--- src/rtl/fb_sequencer.sv ---
// Frame-buffer sequencer: gates camera writes on whole-frame boundaries after
// configuration and settle frames, and streams a crop window to the OLED.
module fb_sequencer #(
    parameter int IMG_COLS    = 320,
    parameter int IMG_ROWS    = 240,
    parameter int WIN_W       = 128,
    parameter int WIN_H       = 128,
    parameter int X_OFF       = 96,
    parameter int Y_OFF       = 56,
    parameter int SKIP_FRAMES = 4,
    parameter int AW          = 17,
    parameter int DW          = 16
) (
    input  logic          oclk,
    input  logic          rst,
    input  logic          cfg_done,
    input  logic          cam_vsync,
    input  logic          btn_freeze,
    input  logic          btn_resume,
    input  logic          cap_we_in,
    output logic          cap_we_out,
    output logic [AW-1:0] fb_rd_addr,
    input  logic [DW-1:0] fb_rd_data,
    input  logic          next_pixel,
    output logic [DW-1:0] color,
    output logic [7:0]    frame_cnt,
    output logic [2:0]    state,
    output logic          frozen
);

    // state       | meaning
    // WAIT_CFG    | camera not configured; gate closed, display idle
    // SKIP        | discarding settle frames after configuration
    // LIVE        | gate open, frames stream into the buffer
    // FREEZE_PEND | freeze requested; gate closes at next frame boundary
    // FROZEN      | gate closed, buffer holds the last complete frame
    // RESUME_PEND | resume requested; gate opens at next frame boundary
    typedef enum logic [2:0] {
        WAIT_CFG    = 3'd0,
        SKIP        = 3'd1,
        LIVE        = 3'd2,
        FREEZE_PEND = 3'd3,
        FROZEN      = 3'd4,
        RESUME_PEND = 3'd5
    } state_t;

    localparam int XW = (WIN_W > 1) ? $clog2(WIN_W) : 1;
    localparam int YW = (WIN_H > 1) ? $clog2(WIN_H) : 1;
    localparam logic [AW-1:0] ROW0   = AW'(Y_OFF * IMG_COLS);
    localparam logic [AW-1:0] STRIDE = AW'(IMG_COLS);
    localparam logic [AW-1:0] XOFF   = AW'(X_OFF);
    localparam logic [XW-1:0] X_LAST = XW'(WIN_W - 1);
    localparam logic [YW-1:0] Y_LAST = YW'(WIN_H - 1);
    localparam logic [7:0]    SKIP8  = 8'(SKIP_FRAMES);

    if (X_OFF + WIN_W > IMG_COLS) begin : g_bad_x
        $error("fb_sequencer: crop window exceeds image width");
    end
    if (Y_OFF + WIN_H > IMG_ROWS) begin : g_bad_y
        $error("fb_sequencer: crop window exceeds image height");
    end
    if (SKIP_FRAMES < 1 || SKIP_FRAMES > 255) begin : g_bad_skip
        $error("fb_sequencer: SKIP_FRAMES out of range");
    end

    state_t        state_q, state_d;
    logic          vs1, vs2, vs3, fb;
    logic          frz_q, res_q;
    logic          frz_edge, res_edge;
    logic          fc_inc;
    logic          gate;
    logic [7:0]    skip_cnt;
    logic [XW-1:0] wx;
    logic [YW-1:0] wy;
    logic [AW-1:0] rowbase;
    logic          disp_on;

    // fb is a registered one-cycle pulse: two sync flops plus the edge register
    always_ff @(posedge oclk) begin
        if (rst) begin
            vs1   <= 1'b0;
            vs2   <= 1'b0;
            vs3   <= 1'b0;
            fb    <= 1'b0;
            frz_q <= 1'b0;
            res_q <= 1'b0;
        end else begin
            vs1   <= cam_vsync;
            vs2   <= vs1;
            vs3   <= vs2;
            fb    <= vs2 & ~vs3;
            frz_q <= btn_freeze;
            res_q <= btn_resume;
        end
    end

    assign frz_edge = btn_freeze & ~frz_q;
    assign res_edge = btn_resume & ~res_q;

    always_comb begin
        state_d = state_q;
        fc_inc  = 1'b0;
        if (!cfg_done) begin
            state_d = WAIT_CFG;
        end else begin
            case (state_q)
                WAIT_CFG: state_d = SKIP;
                SKIP: if (fb && skip_cnt == 8'd1) state_d = LIVE;
                LIVE: begin
                    if (fb) fc_inc = 1'b1;
                    if (frz_edge) state_d = FREEZE_PEND;
                end
                FREEZE_PEND: begin
                    // a cancel in the same cycle as a boundary takes priority
                    if (res_edge) begin
                        state_d = LIVE;
                    end else if (fb) begin
                        state_d = FROZEN;
                        fc_inc  = 1'b1;
                    end
                end
                FROZEN: if (res_edge) state_d = RESUME_PEND;
                RESUME_PEND: begin
                    if (frz_edge) state_d = FROZEN;
                    else if (fb)  state_d = LIVE;
                end
                default: state_d = WAIT_CFG;
            endcase
        end
    end

    always_ff @(posedge oclk) begin
        if (rst) begin
            state_q   <= WAIT_CFG;
            gate      <= 1'b0;
            frame_cnt <= 8'd0;
            skip_cnt  <= SKIP8;
        end else begin
            state_q <= state_d;
            gate    <= (state_d == LIVE) || (state_d == FREEZE_PEND);
            if (fc_inc) frame_cnt <= frame_cnt + 8'd1;
            if (state_q == WAIT_CFG)     skip_cnt <= SKIP8;
            else if (state_q == SKIP && fb) skip_cnt <= skip_cnt - 8'd1;
        end
    end

    assign disp_on = (state_q == LIVE) || (state_q == FREEZE_PEND) ||
                     (state_q == FROZEN) || (state_q == RESUME_PEND);

    // window counters survive freeze/resume so the OLED raster stays aligned
    always_ff @(posedge oclk) begin
        if (rst || !disp_on) begin
            wx      <= '0;
            wy      <= '0;
            rowbase <= ROW0;
            color   <= '0;
        end else if (next_pixel) begin
            color <= fb_rd_data;
            if (wx == X_LAST) begin
                wx <= '0;
                if (wy == Y_LAST) begin
                    wy      <= '0;
                    rowbase <= ROW0;
                end else begin
                    wy      <= wy + 1'b1;
                    rowbase <= rowbase + STRIDE;
                end
            end else begin
                wx <= wx + 1'b1;
            end
        end
    end

    assign fb_rd_addr = rowbase + XOFF + AW'(wx);
    assign cap_we_out = cap_we_in & gate;
    assign state      = state_q;
    assign frozen     = (state_q == FROZEN) || (state_q == RESUME_PEND);

endmodule

--- config.mk ---
export PLATFORM = sky130hd
export DESIGN_NAME = fb_sequencer
export DESIGN_NICKNAME = d
export VERILOG_FILES = /design/src/rtl/fb_sequencer.sv
export SDC_FILE = /design/constraint.sdc
export NUM_CORES = 1
export LEC_CHECK = 0
export ABC_AREA = 0
export ABC_CLOCK_PERIOD_IN_PS = 4300
export BUFFER_PORTS_ARGS = -buffer_cell sky130_fd_sc_hd__buf_2
export CAP_MARGIN = 20
export CORE_MARGIN = 5
export CORE_UTILIZATION = 50
export CTS_CLUSTER_DIAMETER = 30
export CTS_CLUSTER_SIZE = 8
export DETAILED_ROUTE_END_ITERATION = 7
export GPL_ROUTABILITY_DRIVEN = 1
export PLACE_DENSITY = 0.71
export SLEW_MARGIN = 20
export SYNTH_ARGS = -nofsm -noshare
export SYNTH_HDL_FRONTEND = slang
export SYNTH_SLANG_ARGS = --single-unit
--- constraint.sdc ---
create_clock -name oclk -period 4.3 [get_ports oclk]
set_input_delay 0.86 -clock oclk [delete_from_list [all_inputs] [get_ports oclk]]
set_output_delay 0.86 -clock oclk [all_outputs]
set_load 0.01 [all_outputs]
======== Word-level counts from Yosys, hierarchy flattened ========
Cells that the tools add are included.
W data, S select, Z words.
storage, ports and cells
  output and inout bits ................... 46
  bits in registers ....................... 73
  input port bits ......................... 24
operators by class
  equality and inequality tests ........... 10
  reduce and logical (&&, ||, !) cells .... 12
  $add $sub $neg .......................... 7
  bitwise gates (word level) .............. 7
  mux-type cells .......................... 16
operators with widths
  operator                 number
  $mux W3                  8
  $pmux W3 S6              1
  $add A17 B7 Y17          1
  $add A17 B7 Y17 const B  1
  $add A17 B9 Y17 const B  1
  $mux W17                 1
  $add A7 B1 Y7 const B    2
  $eq A7 B7 Y1 const B     2
  $mux W7                  2
  $eq A3 B2 Y1 const B     4
  $add A8 B1 Y8 const B    1
  $eq A8 B1 Y1 const B     1
  $sub A8 B1 Y8 const B    1
  $eq A3 B3 Y1 const B     2
  $logic_or A1 B1 Y1       6
  $and A1 B1 Y1            4
  $eq A3 B1 Y1 const B     1
  $logic_not A3 Y1         1
  $mux W1                  3
  $not A1 Y1               3
  $logic_and A1 B1 Y1      2
  $pmux W1 S2              1
  $reduce_and A2 Y1        1
  $reduce_or A2 Y1         1
  $logic_not A1 Y1         1

======== Longest topological paths before layout ========
Gate-level depths: netlist (run 1).
  word-level depth ........................ 7
  mapped depth ............................ 9
  mapped depth without buffers ............ 9

======== Worst setup path after synthesis (run 1) ========
No wires, ideal clock.
  path type ............................... reg-to-output
  start ................................... register rowbase[6]
  end ..................................... output port fb_rd_addr[15]
  buffers on the path ..................... 0
  path slack .............................. 1570 ps
  arrival ................................. 1870 ps
  stages on the path, launching flop included .. 10
  cells stage by stage .................... dfxtp_1 > inv_1 > ha_1 > inv_1 > ha_1 > a41oi_1 > nor2b_1 > o21ai_0 > nor3_1 > xor2_1
between the ends
  cells in the longest elaborated chain, start to end .. 2
ends and longest elaborated chain
  item                          line  RTL
  start, declared               75    logic [AW-1:0] rowbase;
  start signal, assigned        166   rowbase <= rowbase + STRIDE;
  $add A17 B7 Y17 (2 in a row)  174   assign fb_rd_addr = rowbase + XOFF + AW'(wx);
  end, declared                 22    output logic [AW-1:0] fb_rd_addr,
Every way passes these cells.

======== Final worst setup path (run 1) ========
Same ends and word-level chain as after synthesis.

==> results of run 1 <==
## layout by cell type (no fill, tap or decap), types with 2 or more instances in the layout
| cell type | count |
|---|---|
| a21o_1 | 2 |
| xnor2_1 | 23 |
| clkbuf_8 | 12 |
| buf_2 | 69 |
| dfxtp_1 | 67 |
| o21ai_0 | 4 |
| a31oi_1 | 2 |
| nor3_1 | 11 |
| nor2_1 | 63 |
| xor2_1 | 21 |
| nor4_1 | 3 |
| nor3_4 | 2 |
| ha_1 | 12 |
| or3_1 | 2 |
| and3_1 | 4 |
| nand3_1 | 10 |
| inv_1 | 10 |
| nand2_1 | 20 |
| nor2b_1 | 8 |
| clkinv_2 | 2 |
| mux2i_1 | 18 |
| a21oi_1 | 10 |
| nand2b_1 | 6 |
| and4_1 | 2 |
| nand4_1 | 10 |
## layer usage
| metal | GRT usage | share of wire | vias to the layer above |
|---|---|---|---|
| met5 | 0 | 0 | - |
| met4 | 0.0617 | 0.013 | 0 |
| met3 | 0.0309 | 0.041 | 8 |
| met2 | 0.254 | 0.47 | 48 |
| met1 | 0.196 | 0.47 | 1165 |
| li1 | - | - | 1324 |
## cell families (layout without fill, tap and decap cells)
logic type,count (synthesis),count (layout),synth area share
xor+xnor,44,44,0.121
other cells,1,1,0.00118
buf+inv,27,94,0.0385
flops,67,67,0.421
fa+ha+maj,12,12,0.0471
compound gates,31,31,0.0687
mux,19,19,0.0601
simple gates,151,151,0.242
## per-stage QoR
stage	power, mW	hold slack (ns)
after floorplan	0.666	0.367
after global placement	0.680	0.372
after detailed placement	0.680	0.379
after CTS	1.15	0.387
after global routing	1.18	0.391
final	1.13	0.382
## state kept, by name (all words and copies together), names as in the netlist, 3 cells and up
name,cells
rowbase,11
wx,7
state,3
frame_cnt,8
wy,7
skip_cnt,8
color,16
## worst reg2reg max path, cell delays in order (launching register included)
cell and delay (ns):
dfxtp_1 0.48, nand2b_1 0.30, a21o_1 0.82, a21o_1 0.37
nor2_1 0.09
## final cells by class
class                   instances  share of cell area
well taps                      77              0.0259
repair buffers                 69              0.0928
clock inverters                 2             0.00269
clock buffers                  13              0.0454
inverters                      10              0.0101
flip-flops and latches         67               0.360
multi-input cells             258               0.463
## power by group
part	internal [mW]	switching (mW)
clock network	0.252	0.215
registers	0.624	0.00327
logic	0.0199	0.0186
total	0.896	0.237
## cell usage after synthesis (9+ instances only)
cell type and count:
dfxtp_1 67, nor2_1 63, xnor2_1 23, xor2_1 21, nand2_1 20, mux2i_1 18
ha_1 12, nor3_1 11, a21oi_1 10, inv_1 10, nand3_1 10, nand4_1 10
clkbuf_1 9
## worst max-delay path by stage
stage / from / endpoint / slack (ns) / cells after the start
after floorplan: rowbase[6]$_SDFFE_PP0P_ / fb_rd_addr[15] / 1.57 / 9
after global placement: rowbase[6]$_SDFFE_PP0P_ / fb_rd_addr[15] / 1.39 / 10
after detailed placement: rowbase[6]$_SDFFE_PP0P_ / fb_rd_addr[15] / 1.37 / 10
after CTS: rowbase[6]$_SDFFE_PP0P_ / fb_rd_addr[15] / 1.01 / 10
after global routing: rowbase[6]$_SDFFE_PP0P_ / fb_rd_addr[15] / 0.80 / 10
final: rowbase[6]$_SDFFE_PP0P_ / fb_rd_addr[15] / 1.02 / 10
==> flow_summary.toml, run 1 <==
[outcome]
status = "finished clean"

[synthesis]
ys_ff_latch = 67
async_reset_ff_frac = 0
synth_cells = 352
syn_avg_cell_area_sq_um = 9.05
ys_seq_area_frac = 0.421
synth-edff-count = 0
netlist_area_sq_mm = 0.00319
yosys-top-cells-area = "dfxtp_1, nor2_1, xnor2_1"
ys_warn_count = 0
synth_fp_nets = 388
yosysTopAreaCell = "dfxtp_1"
synthDistinctLibCells = 51
synth_top_area_frac = 0.421
synthFlopType = "dfxtp_1"

[cells_and_area]
regArea_sq_mm = 0.00134
area_growth_pct = 16.8
drive_above_1_share = 0.229
instances_no_fill = 496
n_antenna_cell = 0
multi_input_area_sq_mm = 0.00172
final_util = 0.593
nets = 451
design_area_sq_mm = 0.00372
n_fill_cell = 601

[hold_path]
hold_path_class = "flip-flop to flip-flop"
hp-start = "vs3$_SDFF_PP0_"
holdPathStages = 1
min_to = "fb$_SDFF_PP0_"

[placement]
placed_area_sq_mm = 0.00354
dp_hpwl_um = 4390
place_congestion = 0.862
placed_cells = 481
io_buffers = 69
place_ws_ns = 1.37

[worst_setup_path]
cp_top_family = "compound AO/OA/AOI/OAI gates"
critical_path_class = "flip-flop to output port"
crit_path_max_fanout = 5
worstRegToRegCells = 4
critical_path_required_ns = 3.44
slowest_delay_ns = 0.39
cpMaxStageDelayCell = "dfxtp_1"
crit_buf_inv = 3
r2r_start = "state[2]$_SDFF_PP0_"
critPathLaunchType = "flip-flop"
crit_chain = "inv_1 -> ha_1 -> inv_1 -> ha_1 -> a41oi_1 -> nor2b_1 -> o21ai_0 -> nor3_1 -> xor2_1 -> buf_2"
timing.rr.end = "wy[5]$_SDFFE_PP0P_"
end_kind = "output port"
r2r_slack_ns = 2.12
arrival_ns = 2.42

[timing]
finalCriticalPeriod_ns = 3.28
rsz0062_at_grt = "no"
finalMaxSlewViolations = 0
fmax_mhz = 305
setup_viol = 0
fin_setup_tns_ns = 0
finalCritPeriodShare = 0.762
worst_pin_slew_ns = 0.989
hold_viol_final = 0
setup_ws_ns = 1.02
slew_headroom = 0.341
skew_ns = 0.00634

[floorplan]
initial_utilization = 0.507
die_h_um = 89.8
core_area_sq_mm = 0.00628
pin_count = 70
die_x_um = 89.8
core.rowCount = 29
die-area_sq_mm = 0.00807

[routing]
wire_per_inst_um = 12.1
drc_errors = 0
final_antenna_net_count = 0
drt_first_pass_iters = 4
drt-total-wl_um = 5990
vias_per_cell = 5.13
num_vias = 2545
drt_first_iter_violations = 97

[global_route]
antenna_found_initial = 0
grt_pass1_wl_um = 10800
grt_max_degree = 32
track_usage = 0.154
overflow = 0
grt_pass1_vias = 2448

[clock_network]
clkLatencyLatePin_ns = 0.32
cts_buffers = 9
cts_tree = "built"
post-cts-setup-buffers = 0
clk_pin_slew_ns = 0.07
clk_path_buf_depth = 2
cts_resized = 0
cts_root_buf = "clkbuf_8"
clock_sinks = 67
postCtsHoldBufs = 0
htree_levels = 3

[flow_run]
drv_cap = 0

[power_and_ir_drop]
p_leak_nw = 1.57
ir_drop_v = 0.000199
power.density_mw_per_mm2 = 304
(Power assumes the default switching activity.)
==> run 2, diff against run 1 <==
--- a/config.mk
+++ b/config.mk
@@ -5,8 +5,8 @@
 export SDC_FILE = /design/constraint.sdc
 export NUM_CORES = 1
 export LEC_CHECK = 0
-export ABC_AREA = 0
-export ABC_CLOCK_PERIOD_IN_PS = 4300
+export ABC_AREA = 1
+export ABC_CLOCK_PERIOD_IN_PS = 3100
 export BUFFER_PORTS_ARGS = -buffer_cell sky130_fd_sc_hd__buf_2
 export CAP_MARGIN = 20
 export CORE_MARGIN = 5
@@ -15,7 +15,7 @@
 export CTS_CLUSTER_SIZE = 8
 export DETAILED_ROUTE_END_ITERATION = 7
 export GPL_ROUTABILITY_DRIVEN = 1
-export PLACE_DENSITY = 0.71
+export PLACE_DENSITY = 0.7
 export SLEW_MARGIN = 20
 export SYNTH_ARGS = -nofsm -noshare
 export SYNTH_HDL_FRONTEND = slang
==> constraint.sdc (replaced) <==
create_clock -name oclk -period 3.1 [get_ports oclk]
set_input_delay 0.62 -clock oclk [delete_from_list [all_inputs] [get_ports oclk]]
set_output_delay 0.62 -clock oclk [all_outputs]
set_load 0.01 [all_outputs]
==> run 2 against run 1 <==
Against the previous run: register-to-register slack worse by 0.79 ns; synthesized cell count up 51%; non-clock buffer count rose by 1; global-route usage grew 2.9 points; core utilization shrank 0.24 points; cell count is 42% higher; clock skew up 0.0019 ns; worst hold slack gained 0.012 ns; area after synthesis grew 14%; largest power group unchanged.
==> flow_summary.toml, run 2 <==
[synthesis]
synth_cells = 530
synth_fp_nets = 566
yosysTopAreaCell = "dfxtp_1"
ys_ff_latch = 67
synth_top_area_frac = 0.370
synthTopCellsByCount = "nand2_1, inv_1, dfxtp_1"
yosys-top-cells-area = "dfxtp_1, nand2_1, inv_1"
synthDistinctLibCells = 37
syn_avg_cell_area_sq_um = 6.84
yosysMostFrequentCell = "nand2_1"
ys_warn_count = 0
ys_seq_area_frac = 0.370
async_reset_ff_frac = 0
synthFlopType = "dfxtp_1"
synth-edff-count = 0
netlist_area_sq_mm = 0.00363

[worst_setup_path]
end_kind = "output port"
critPathLaunchType = "flip-flop"
critical_path_required_ns = 2.48
critical_path_class = "flip-flop to output port"
r2r_start = "wx[0]$_SDFFE_PP0P_"
crit_path_max_fanout = 7
timing.rr.end = "wy[3]$_SDFFE_PP0P_"
r2r_slack_ns = 1.33
arrival_ns = 2.13
worstRegToRegCells = 8

[clock_network]
htree_levels = 3
cts_buffers = 9
cts_tree = "built"
clock_sinks = 67
postCtsHoldBufs = 0
cts_root_buf = "clkbuf_8"
post-cts-setup-buffers = 0
clk_pin_slew_ns = 0.07
clkLatencyLatePin_ns = 0.34
clk_path_buf_depth = 2
cts_resized = 0

[power_and_ir_drop]
power.density_mw_per_mm2 = 402
p_seq_frac = 0.509
combPwrFrac = 0.031
p_leak_nw = 1.93
p_int_mw = 1.34
switchingPower_mw = 0.367
power_mw = 1.71
ir_drop_v = 0.000215
pwr-share-clk = 0.460
p_sw_frac = 0.215

[placement]
place_congestion = 0.877
placed_cells = 687
place_ws_ns = 0.693
dp_hpwl_um = 6070
io_buffers = 69
placed_area_sq_mm = 0.00402

[hold_path]
holdPathStages = 1
min_to = "fb$_SDFF_PP0_"
hold_path_class = "flip-flop to flip-flop"
hp-start = "vs3$_SDFF_PP0_"

[cells_and_area]
nets = 635
final_util = 0.590
n_fill_cell = 688
drive_above_1_share = 0.200
layout_common_cells = "nand2_1, inv_1, buf_2"
regMostFlops = "color"
final_common_cell = "nand2_1"
area_growth_pct = 16.8
reg.largest.list = "color x16, rowbase x11"
design_area_sq_mm = 0.00424
largest_reg_flops = 16
n_antenna_cell = 0
instances_no_fill = 703

[floorplan]
pin_count = 70
core.rowCount = 31
die_x_um = 95.2
die_h_um = 95.2
initial_utilization = 0.505
die-area_sq_mm = 0.00906
core_area_sq_mm = 0.00718

[global_route]
overflow = 0
use_met1 = 0.218
grt_pass1_vias = 3173
antenna_found_initial = 0
grt_max_degree = 22
track_usage = 0.183
busiest_layer = "met2"
grtUsageMet3 = 0.0347
grtUsageMet2 = 0.323
grt_pass1_wl_um = 13300

[routing]
wire_per_inst_um = 11.3
drc_errors = 0
num_vias = 3428
vias_per_cell = 4.88
final_antenna_net_count = 0
drt-total-wl_um = 7950
drt_first_pass_iters = 4
drt_first_iter_violations = 119

[timing]
finalCritPeriodShare = 0.886
hold_viol_final = 0
slew_headroom = 0.582
finalCriticalPeriod_ns = 2.75
timing.hold.ws_ns = 0.395
fmax_mhz = 364
setup_ws_ns = 0.355
finalMaxSlewViolations = 0
setup_viol = 0
skew_ns = 0.00828
rsz0062_at_grt = "no"
worst_pin_slew_ns = 0.623
fin_setup_tns_ns = 0

[flow_run]
drv_cap = 0

[outcome]
status = "finished clean"
-- run 2: how the worst max path moves through the flow --
stage	slack [ns]	endpoint	start	cells after the start
2_1_floorplan	0.91	fb_rd_addr[9]	rowbase[6]$_SDFFE_PP0P_	9
3_3_place_gp	0.77	fb_rd_addr[13]	rowbase[6]$_SDFFE_PP0P_	12
3_5_place_dp	0.69	fb_rd_addr[11]	rowbase[6]$_SDFFE_PP0P_	12
4_1_cts	0.31	fb_rd_addr[11]	rowbase[6]$_SDFFE_PP0P_	12
5_1_grt	0.13	fb_rd_addr[11]	rowbase[6]$_SDFFE_PP0P_	12
6_report	0.35	fb_rd_addr[13]	rowbase[6]$_SDFFE_PP0P_	12
-- run 2: layer usage --
| layer | vias up | part of all wire |
|---|---|---|
| li1 | 1806 | - |
| met1 | 1523 | 0.44 |
| met2 | 83 | 0.50 |
| met3 | 16 | 0.045 |
| met4 | 0 | 0.016 |
| met5 | - | 0 |
-- run 2: worst max-delay path, cell delays in order (launching register included) --
cell and delay (ns):
dfxtp_1 0.33, inv_1 0.11, ha_1 0.15, inv_1 0.04, ha_1 0.33, nand2_1 0.07, nand2_1 0.08, inv_1 0.10
a21oi_4 0.25, nand2_1 0.08, nand2_1 0.07, nand2_1 0.04, buf_2 0.13
-- run 2: cell families (layout without fill, tap and decap cells) --
family	after synthesis	in the layout	share of synthesized area
flip-flops	67	67	0.370
AND/OR/NAND/NOR	282	282	0.342
adder cells (fa/ha/maj)	12	12	0.0414
XOR/XNOR	14	14	0.0338
buffers and inverters	89	163	0.104
AO/OA/AOI/OAI	65	65	0.108
other	1	1	0.00103
-- run 2: cell type report --
| class | count | area [sq um] | share of cell area |
|---|---|---|---|
| Clock buffer | 10 | 128 | 0.0301 |
| Clock inverter | 6 | 90.1 | 0.0213 |
| Inverter | 77 | 294 | 0.0694 |
| Multi-Input combinational cell | 374 | 1910 | 0.450 |
| Sequential cell | 67 | 1340 | 0.317 |
| Tap cell | 99 | 124 | 0.0292 |
| Timing Repair Buffer | 70 | 353 | 0.0833 |
-- run 2: power groups by stage --
stage | Sequential, mW | Clock, mW | Combinational [mW]
after floorplan | 0.887 | 0 | 0.0284
after global placement | 0.887 | 0 | 0.0526
after detailed placement | 0.887 | 0 | 0.0533
after CTS | 0.867 | 0.803 | 0.0535
after global routing | 0.868 | 0.842 | 0.0606
final | 0.868 | 0.784 | 0.0530
==> run 3, diff against run 2 <==
--- a/config.mk
+++ b/config.mk
@@ -10,12 +10,12 @@
 export BUFFER_PORTS_ARGS = -buffer_cell sky130_fd_sc_hd__buf_2
 export CAP_MARGIN = 20
 export CORE_MARGIN = 5
-export CORE_UTILIZATION = 50
+export CORE_UTILIZATION = 55
 export CTS_CLUSTER_DIAMETER = 30
 export CTS_CLUSTER_SIZE = 8
 export DETAILED_ROUTE_END_ITERATION = 7
 export GPL_ROUTABILITY_DRIVEN = 1
-export PLACE_DENSITY = 0.7
+export PLACE_DENSITY = 0.76
 export SLEW_MARGIN = 20
 export SYNTH_ARGS = -nofsm -noshare
 export SYNTH_HDL_FRONTEND = slang
==> constraint.sdc (replaced) <==
create_clock -name oclk -period 3.1 [get_ports oclk]
set_input_delay 0.62 -clock oclk [delete_from_list [all_inputs] [get_ports oclk]]
set_output_delay 0.62 -clock oclk [all_outputs]
set_load 0.1 [all_outputs]
==> run 3 against run 2 <==
Against the previous run: sequential cell count did not move; maximum frequency fell by 6.6%; combinational power rose by 15%; clock power rose by 2.8%; critical endpoint unchanged; worst hold slack improved by 0.0056 ns; design area barely moved; wire length fell by 1.5%; die area fell by 8.2%; sequential share of layout area barely moved; cell count fell by 3.3%.
==> flow_summary.toml, run 3 (synthesis gave the netlist of run 2 again) <==
[routing]
num_vias = 3399
drt_first_pass_iters = 4
drt-total-wl_um = 7830
final_antenna_net_count = 0
wire_per_inst_um = 11.5
drt_first_iter_violations = 165
drc_errors = 0
vias_per_cell = 5.00

[cells_and_area]
final_common_cell = "nand2_1"
n_fill_cell = 581
drive_above_1_share = 0.204
n_antenna_cell = 0
reg.largest.list = "color x16, rowbase x11"
design_area_sq_mm = 0.00424
largest_reg_flops = 16
layout_common_cells = "nand2_1, inv_1, dfxtp_1"
regMostFlops = "color"
nets = 634
area_growth_pct = 16.9

[timing]
hold_viol_final = 0
skew_ns = 0.00724
worst_pin_slew_ns = 0.599
finalMaxSlewViolations = 0
setup_viol = 0
fmax_mhz = 340
fin_setup_tns_ns = 0
rsz0062_at_grt = "no"
finalCriticalPeriod_ns = 2.94
slew_headroom = 0.598
finalCritPeriodShare = 0.948

[placement]
placed_area_sq_mm = 0.00401
place_congestion = 0.939
dp_hpwl_um = 5890
io_buffers = 69

[floorplan]
die-area_sq_mm = 0.00832
die_h_um = 91.2
die_x_um = 91.2
pin_count = 70
initial_utilization = 0.568
core_area_sq_mm = 0.00639
core.rowCount = 29

[worst_setup_path]
critPathLaunchType = "flip-flop"
cpMaxStageDelayCell = "ha_1"
critical_path_required_ns = 2.48
slowest_delay_ns = 0.36
crit_path_max_fanout = 7
end_kind = "output port"
crit_chain = "inv_1 -> ha_1 -> inv_1 -> ha_1 -> nand2_1 -> nand2_1 -> inv_1 -> a21oi_4 -> nand3_1 -> nand2_1 -> buf_4"
critical_path_class = "flip-flop to output port"
arrival_ns = 2.32

[clock_network]
cts_root_buf = "clkbuf_8"
clk_path_buf_depth = 2
cts_buffers = 9
clkLatencyLatePin_ns = 0.34
postCtsHoldBufs = 0
htree_levels = 3
clk_pin_slew_ns = 0.07
cts_tree = "built"
clock_sinks = 67

[global_route]
grt_pass1_wl_um = 13900
overflow = 0
grt_pass1_vias = 3235
track_usage = 0.196
antenna_found_initial = 0
grt_max_degree = 25

[outcome]
status = "finished clean"

[power_and_ir_drop]
ir_drop_v = 0.000307
p_leak_nw = 1.94
power.density_mw_per_mm2 = 409

[hold_path]
hold_path_class = "flip-flop to flip-flop"

[flow_run]
drv_cap = 0
[run 3: changes by cell type in the layout (fill, tap and decap cells not counted), sizes merged]
cell	previous run	this run
buf	70	69
clkinv	4	3
clkinvlp	1	0
clkbuf	10	12
[run 3: final timing paths]
check,start,endpoint,slack (ns),cells after the start
setup / recovery,rowbase[6]$_SDFFE_PP0P_,fb_rd_addr[13],0.16,11
hold / removal,vs3$_SDFF_PP0_,fb$_SDFF_PP0_,0.40,1
setup reg to reg,wx[1]$_SDFFE_PP0P_,rowbase[13]$_SDFFE_PP0P_,1.28,8
hold reg to reg,vs3$_SDFF_PP0_,fb$_SDFF_PP0_,0.40,1
[run 3: final cells by class]
cell class	count	area, sq um	area share
clock buffer	12	145	0.0342
clock inverter	4	73.8	0.0174
inverter	77	294	0.0694
multi-input combinational	374	1930	0.456
sequential	67	1340	0.317
tap	77	96.3	0.0227
timing repair buffer	69	355	0.0839
[run 3: metrics by stage]
stage / setup WS, ns / hold WS, ns / total power [mW] / std cells / utilization
floorplan: 0.0346 / 0.374 / 0.925 / 530 / -
global placement: 0.437 / 0.381 / 0.947 / 664 / 0.628
detailed placement: 0.397 / 0.395 / 0.948 / 664 / 0.628
CTS: 0.0251 / 0.406 / 1.75 / 680 / 0.662
global route: 0.00943 / 0.424 / 1.80 / 680 / 0.664
finish: 0.162 / 0.400 / 1.73 / 680 / 0.664
[run 3: metal layers]
metal,up-vias,routed length (um),global-route usage
li1,1790,-,-
met1,1529,3750,0.249
met2,74,3460,0.303
met3,6,550,0.0628
met4,0,69,0.0844
met5,-,0,0
[run 3: repair_timing]
action,CTS,global route
buffers inserted,0,0
resized for setup,0,8
setup endpoints to repair,0,4
[run 3: worst max-delay path: cells and delay by family, from the launching register on]
kind	cells	cell delay (ns)
AO/OA/AOI/OAI	1	0.28
adder cells (fa/ha/maj)	2	0.51
buffers and inverters	4	0.52
flip-flops	1	0.33
AND/OR/NAND/NOR	4	0.33
[run 3: where the power goes]
part / switching (mW) / internal, mW / leakage, nW
combinational: 0.0415 / 0.0193 / 1.29
sequential: 0.00317 / 0.864 / 0.541
clock: 0.330 / 0.476 / 0.111
total: 0.375 / 1.36 / 1.94
